## config.mk

```make
export PLATFORM = sky130hd
export DESIGN_NAME = fpu_byte_encode_flat
export DESIGN_NICKNAME = d
export VERILOG_FILES = /design/src/rtl/fpu_byte_encode_if.sv /design/src/rtl/fpu_byte_encode.sv /design/src/flat_wrapper.sv
export SDC_FILE = /design/constraint.sdc
export NUM_CORES = 1
export LEC_CHECK = 0
export CORE_MARGIN = 3
export CORE_UTILIZATION = 45
export CTS_CLUSTER_SIZE = 24
export DETAILED_ROUTE_END_ITERATION = 6
export PLACE_DENSITY = 0.81
export SLEW_MARGIN = 40
export SYNTH_ARGS = -nofsm -noshare
export SYNTH_HDL_FRONTEND = slang
export SYNTH_SLANG_ARGS = --single-unit
```

## constraint.sdc

```tcl
create_clock -name clk -period 2.05 [get_ports clk]
set_input_delay 0.41 -clock clk [delete_from_list [all_inputs] [get_ports clk]]
set_output_delay 0.41 -clock clk [all_outputs]
set_load 0.005 [all_outputs]
```

## src/rtl/fpu_byte_encode_if.sv

```systemverilog
`default_nettype none
// ============================================================================
//  Module      : fpu_byte_encode_if
//  Description : Operand/result valid-ready bundle for fpu_byte_encode.
//  Revision    : 1.0 - initial release
// ============================================================================
interface fpu_byte_encode_if;
  logic        in_valid;
  logic        in_ready;
  logic [31:0] fp_in;
  logic        out_valid;
  logic        out_ready;
  logic [7:0]  byte_out;
  logic        clamp;
  logic        invalid;

  modport master (
    output in_valid, fp_in, out_ready,
    input  in_ready, out_valid, byte_out, clamp, invalid
  );

  modport slave (
    input  in_valid, fp_in, out_ready,
    output in_ready, out_valid, byte_out, clamp, invalid
  );
endinterface
`default_nettype wire

```

## src/rtl/fpu_byte_encode.sv

```systemverilog
`default_nettype none
// ============================================================================
//  Module      : fpu_byte_encode
//  Description : Multi-cycle float [0,1] -> byte converter, round(x*255).
//  Revision    : 1.0 - initial release
// ============================================================================
module fpu_byte_encode (
  input  wire logic         clk,
  input  wire logic         arst,
  fpu_byte_encode_if.slave  bus
);

  typedef enum logic [2:0] {
    IDLE     = 3'd0,
    CLASSIFY = 3'd1,
    SHIFT    = 3'd2,
    ROUND    = 3'd3,
    DONE     = 3'd4
  } state_t;

  state_t      r_state, w_state_nxt;
  logic [31:0] r_op, w_op_nxt;
  logic [8:0]  r_r, w_r_nxt;
  logic [3:0]  r_k, w_k_nxt;
  logic [7:0]  r_byte, w_byte_nxt;
  logic        r_clamp, w_clamp_nxt;
  logic        r_invalid, w_invalid_nxt;
  logic        r_out_valid, w_out_valid_nxt;

  logic        w_sign;
  logic [7:0]  w_exp;
  logic [22:0] w_mant;
  logic [23:0] w_m;
  logic [8:0]  w_r_init;
  logic [3:0]  w_k_init;
  logic        w_take_out;

  assign w_sign   = r_op[31];
  assign w_exp    = r_op[30:23];
  assign w_mant   = r_op[22:0];
  assign w_m      = {1'b1, w_mant};
  // R holds floor(2*x*255) once shifted by k, so its LSB is the half-bit for rounding.
  assign w_r_init = 9'(({w_m, 8'h00} - {8'h00, w_m}) >> 23);
  assign w_k_init = 4'(8'd126 - w_exp);
  assign w_take_out = r_out_valid & bus.out_ready;

  always_ff @(posedge clk or posedge arst) begin
    if (arst) begin
      r_state     <= IDLE;
      r_op        <= 32'h0;
      r_r         <= 9'h0;
      r_k         <= 4'h0;
      r_byte      <= 8'h00;
      r_clamp     <= 1'b0;
      r_invalid   <= 1'b0;
      r_out_valid <= 1'b0;
    end else begin
      r_state     <= w_state_nxt;
      r_op        <= w_op_nxt;
      r_r         <= w_r_nxt;
      r_k         <= w_k_nxt;
      r_byte      <= w_byte_nxt;
      r_clamp     <= w_clamp_nxt;
      r_invalid   <= w_invalid_nxt;
      r_out_valid <= w_out_valid_nxt;
    end
  end

  always_comb begin
    w_state_nxt     = r_state;
    w_op_nxt        = r_op;
    w_r_nxt         = r_r;
    w_k_nxt         = r_k;
    w_byte_nxt      = r_byte;
    w_clamp_nxt     = r_clamp;
    w_invalid_nxt   = r_invalid;
    w_out_valid_nxt = 1'b0;

    case (r_state)
      IDLE: begin
        if (bus.in_valid) begin
          w_op_nxt    = bus.fp_in;
          w_state_nxt = CLASSIFY;
        end
      end

      CLASSIFY: begin
        w_state_nxt   = DONE;
        w_byte_nxt    = 8'h00;
        w_clamp_nxt   = 1'b0;
        w_invalid_nxt = 1'b0;
        if (w_exp == 8'd255 && w_mant != 23'd0) begin
          w_invalid_nxt = 1'b1;
        end else if (w_sign && (w_exp != 8'd0 || w_mant != 23'd0)) begin
          w_clamp_nxt = 1'b1;
        end else if (w_exp == 8'd0) begin
          w_clamp_nxt = 1'b0;
        end else if (w_exp >= 8'd127) begin
          w_byte_nxt  = 8'hFF;
          w_clamp_nxt = 1'b1;
        end else if (w_exp <= 8'd116) begin
          w_clamp_nxt = 1'b0;
        end else begin
          // Result register is only rewritten in ROUND for the normal path.
          w_byte_nxt    = r_byte;
          w_clamp_nxt   = r_clamp;
          w_invalid_nxt = r_invalid;
          w_r_nxt       = w_r_init;
          w_k_nxt       = w_k_init;
          w_state_nxt   = (w_k_init != 4'd0) ? SHIFT : ROUND;
        end
      end

      SHIFT: begin
        w_r_nxt = {1'b0, r_r[8:1]};
        w_k_nxt = r_k - 4'd1;
        if (r_k == 4'd1) begin
          w_state_nxt = ROUND;
        end
      end

      ROUND: begin
        w_byte_nxt    = r_r[8:1] + {7'd0, r_r[0]};
        w_clamp_nxt   = 1'b0;
        w_invalid_nxt = 1'b0;
        w_state_nxt   = DONE;
      end

      DONE: begin
        // out_valid is registered, so it appears one edge after DONE is entered.
        w_out_valid_nxt = ~w_take_out;
        if (w_take_out) begin
          w_state_nxt = IDLE;
        end
      end

      default: begin
        w_state_nxt = IDLE;
      end
    endcase
  end

  assign bus.in_ready  = (r_state == IDLE);
  assign bus.out_valid = r_out_valid;
  assign bus.byte_out  = r_byte;
  assign bus.clamp     = r_clamp;
  assign bus.invalid   = r_invalid;

endmodule
`default_nettype wire

```

## src/flat_wrapper.sv

```systemverilog
// flat-port wrapper written by rule: the top's interface ports become plain ports
module fpu_byte_encode_flat 
  (clk, arst, bus_in_valid, bus_fp_in, bus_out_ready, bus_in_ready, bus_out_valid, bus_byte_out, bus_clamp, bus_invalid);
  fpu_byte_encode_if bus_i ();
  input  wire logic clk;
  input  wire logic arst;
  input wire logic [$bits(bus_i.in_valid)-1:0] bus_in_valid;
  input wire logic [$bits(bus_i.fp_in)-1:0] bus_fp_in;
  input wire logic [$bits(bus_i.out_ready)-1:0] bus_out_ready;
  output wire logic [$bits(bus_i.in_ready)-1:0] bus_in_ready;
  output wire logic [$bits(bus_i.out_valid)-1:0] bus_out_valid;
  output wire logic [$bits(bus_i.byte_out)-1:0] bus_byte_out;
  output wire logic [$bits(bus_i.clamp)-1:0] bus_clamp;
  output wire logic [$bits(bus_i.invalid)-1:0] bus_invalid;
  assign bus_i.in_valid = bus_in_valid;
  assign bus_i.fp_in = bus_fp_in;
  assign bus_i.out_ready = bus_out_ready;
  assign bus_in_ready = bus_i.in_ready;
  assign bus_out_valid = bus_i.out_valid;
  assign bus_byte_out = bus_i.byte_out;
  assign bus_clamp = bus_i.clamp;
  assign bus_invalid = bus_i.invalid;
  fpu_byte_encode u_core (.clk(clk), .arst(arst), .bus(bus_i));
endmodule
```

==> flow_summary_export.csv <==
group,metric,value,unit
outcome,outcome,"finished with violations",
outcome,violations,"negative setup slack",
synth,seq_area_frac_synth,42.7,%
timing,slew_violations,0,
clock_network,cts.path.max_buffers,2,
job,drv_cap,0,
worst_setup_path,cp_cell_sequence,"inv_2, ha_4, a21oi_4, nand2_1, a221o_1, a21o_1, o311a_1, a211o_1",
route,drt-total-wl,9180,um
timing,fin_crit,2.16,ns
finish,fill_cells,572,
timing,post-route-period-util,105,%
synth,syn_inst,374,
route,dr.pass1.iters,5,
worst_setup_path,ff2ff_path_depth,8,
timing,rsz0062_at_grt,"yes",
timing,skew,0.00766,ns
timing,finalWorstSetupSlack,-0.106,ns
worst_setup_path,required,2.28,ns
route,drc,0,
finish,layout_common_cells,"buf_4 (60), dfrtp_1 (54), clkdlybuf4s50_1 (47)",
worst_setup_path,start_kind,"flip-flop",
global_routing,track_usage,22.1,%
worst_setup_path,crit_path_max_fanout,5,
pwr,power_frac_clock,12.0,%
clock_network,cts-root-buf,"clkbuf_8",
finish,seq_area,0.00148,mm^2
timing,max_freq,464,MHz
finish,final_nets,543,
synth,synthAdderAreaFrac,7.97,%
die,coreArea,0.00737,mm^2
synth,syn_avg_cell_area,9.24,um^2
placed_design,place_ws,-0.188,ns
clock_network,cts_tree,"built",
global_routing,grt_max_degree,51,
synth,synthesis.nets,432,
synth,synth_seq_cells,59,
pwr,p_sw_share,40.0,%
global_routing,grt_first_pass_wirelength,15200,um
global_routing,grt_overflow,0,
timing,setup_viol,7,
synth,synth-edff-count,0,
finish,antenna_cells,0,
finish,layout_commonest_cell,"buf_4",
finish,drive_above_1_share,32.5,%
clock_network,numCtsBuffers,9,
synth,synth_top_area_share,42.7,%
route,wire_per_inst,15.6,um
pwr,switchingPower,3.27,mW
finish,area_delta_synth_final,46.3,%
worst_setup_path,crit_cells,8,
route,num_vias,3232,
route,dr.first_iter.drc_count,180,
synth,yosysWarnings,0,
die,die_y,93.6,um
synth,synth_area,0.00346,mm^2
worst_setup_path,endpoint_kind,"flip-flop",
route,vias_per_cell,5.50,
die,core.rowCount,31,
timing,slew_headroom,61.4,%
clock_network,clock_latency,0.35,ns
hold_path,hp-class,"in -> async",
worst_setup_path,critPathTopFamily,"compound AO/OA/AOI/OAI gates",
pwr,p_per_area,1620,mW/mm^2
worst_setup_path,cp_data_arrival_time,2.39,ns
route,ant_nets,0,
die,start_util,46.9,%
placed_design,gp_congestion,0.953,
synth,synth_area_leaders,"dfrtp_1 (43%), ha_1 (8.0%), mux2_2 (4.6%), nand2_1 (4.5%), o21ai_0 (3.9%)",
clock_network,cts.sinks,59,
synth,yosys.area_share.simple,19.2,%
clock_network,clk_pin_slew_worst_paths,0.06,ns
synth,synth-compound-area-share,17.6,%
synth,synthDistinctLibCells,59,
pwr,pwr-share-seq,27.7,%
pwr,power_leakage,2.11,nW
synth,synthArstFlopShare,100,%
die,die_w,93.6,um
pwr,p_int,4.90,mW
synth,synth_mux_area_share,5.43,%
placed_design,port_buffers,47,
timing,finalHoldViolCount,0,
timing,tightestPinTransition,0.578,ns
finish,fin_area,0.00505,mm^2
finish,multi_input_area,0.00215,mm^2
synth,synth_xor_area_share,2.28,%
clock_network,holdBufCountCts,0,
synth,synthFlopType,"dfrtp_1",
global_routing,antenna_found_initial,0,
global_routing,grt_pass1_vias,3244,
worst_setup_path,worstPathBufferInverterCount,1,
synth,yosys.area.top_type,"dfrtp_1",
placed_design,dp_hpwl,6720,um
clock_network,cts-htree-levels,3,
finish,fin_util,68.6,%
worst_setup_path,slowest_delay,0.43,ns
die,num_io_pins,48,
placed_design,dpl-instance-area,0.00457,mm^2
synth,synth_top_family_by_area,"simple AND/OR/NAND/NOR gates",
die,die_area,0.00877,mm^2
worst_setup_path,criticalPathCategory,"reg -> reg",
timing,fin_hold_ws,0.444,ns
worst_setup_path,cp_slowest_cell,"dfrtp_1",
pwr,combinationalPowerShare,60.3,%
pwr,vdd_drop_max,0.00115,V
## registers in the layout, summed over array words and instances (netlist names)
register,count
u_core.r_op,32
u_core.r_r,9
u_core.bus.byte_out,8
u_core.r_k,4
u_core.r_state,3
u_core.bus.clamp,1
u_core.bus.invalid,1
u_core.bus.out_valid,1
## cell usage after synthesis (all sizes together), types with 3 or more instances
| cell | n |
|---|---|
| nand4 | 6 |
| nor4 | 6 |
| a21oi | 24 |
| nor3 | 7 |
| clkbuf | 6 |
| mux2 | 14 |
| inv | 26 |
| nand3 | 23 |
| buf | 8 |
| and4 | 3 |
| o211ai | 5 |
| o21a | 4 |
| a211oi | 4 |
| xor2 | 3 |
| and2 | 3 |
| xnor2 | 6 |
| mux2i | 3 |
| nand2 | 41 |
| or3 | 5 |
| ha | 22 |
| a221oi | 3 |
| o21ai | 30 |
| nor2 | 28 |
| dfrtp | 59 |
## metal layers
metal	global-route usage [%]	up-vias	wire length (um)
met1	26.4	1543	3770
met3	6.36	16	469
met4	6.38	0	161
li1	-	1573	-
met5	0	-	0
met2	38.5	100	4780
## metrics by stage
step	std cells	total power [mW]	setup TNS, ns
floorplan	374	4.50	-0.0540
global placement	567	6.34	-0.924
detailed placement	567	6.43	-1.54
CTS	584	7.73	-0.309
global route	588	8.78	-1.35
finish	588	8.18	-0.363
## logic make-up after synthesis
family          Yosys count
fa+ha+maj                22
simple gates            135
mux                      17
xor+xnor                  9
compound gates           92
flops                    59
buf+inv                  40
## cell type report
type | count | share of cell area, %
inverter | 26 | 1.93
multi-input combinational | 275 | 42.5
sequential | 59 | 29.3
timing repair buffer | 114 | 20.3
tap | 99 | 2.45
clock buffer | 13 | 3.34
clock inverter | 2 | 0.198
## worst paths after layout
check	start	to	slack (ns)
max	u_core.r_op[12]	u_core.r_r[7]	-0.11
min reg2reg	u_core.bus.out_valid	u_core.bus.out_valid	0.47
min	arst	u_core.r_op[1]	0.44
max reg2reg	u_core.r_op[12]	u_core.r_r[7]	-0.11
max in group asynchronous	arst	u_core.r_op[28]	1.05
min in group clk	u_core.bus.out_valid	u_core.bus.out_valid	0.47
## power groups by stage
| stage | sequential (mW) | combinational [mW] | clock (mW) |
|---|---|---|---|
| final | 2.26 | 4.93 | 0.981 |
| after detailed placement | 2.19 | 4.24 | 0 |
| after global placement | 2.16 | 4.18 | 0 |
| after global routing | 2.33 | 5.38 | 1.06 |
| after floorplan | 2.12 | 2.38 | 0 |
| after CTS | 2.21 | 4.52 | 0.995 |
## worst register-to-register path: stages, from the launching register on
cell and delay, ns:
dfrtp_1 0.43, inv_2 0.10, ha_4 0.22, a21oi_4 0.12, nand2_1 0.07, a221o_1 0.32
a21o_1 0.25, o311a_1 0.31, a211o_1 0.22
## timing repair
item / CTS / global route
buffers inserted: 2 / 4
setup endpoints to repair: 18 / 21
resized for setup: 21 / 33
endpoints found under the hold margin: 0 / 0
pin swaps: 5 / 12
Power figures use the tool's default switching activity.
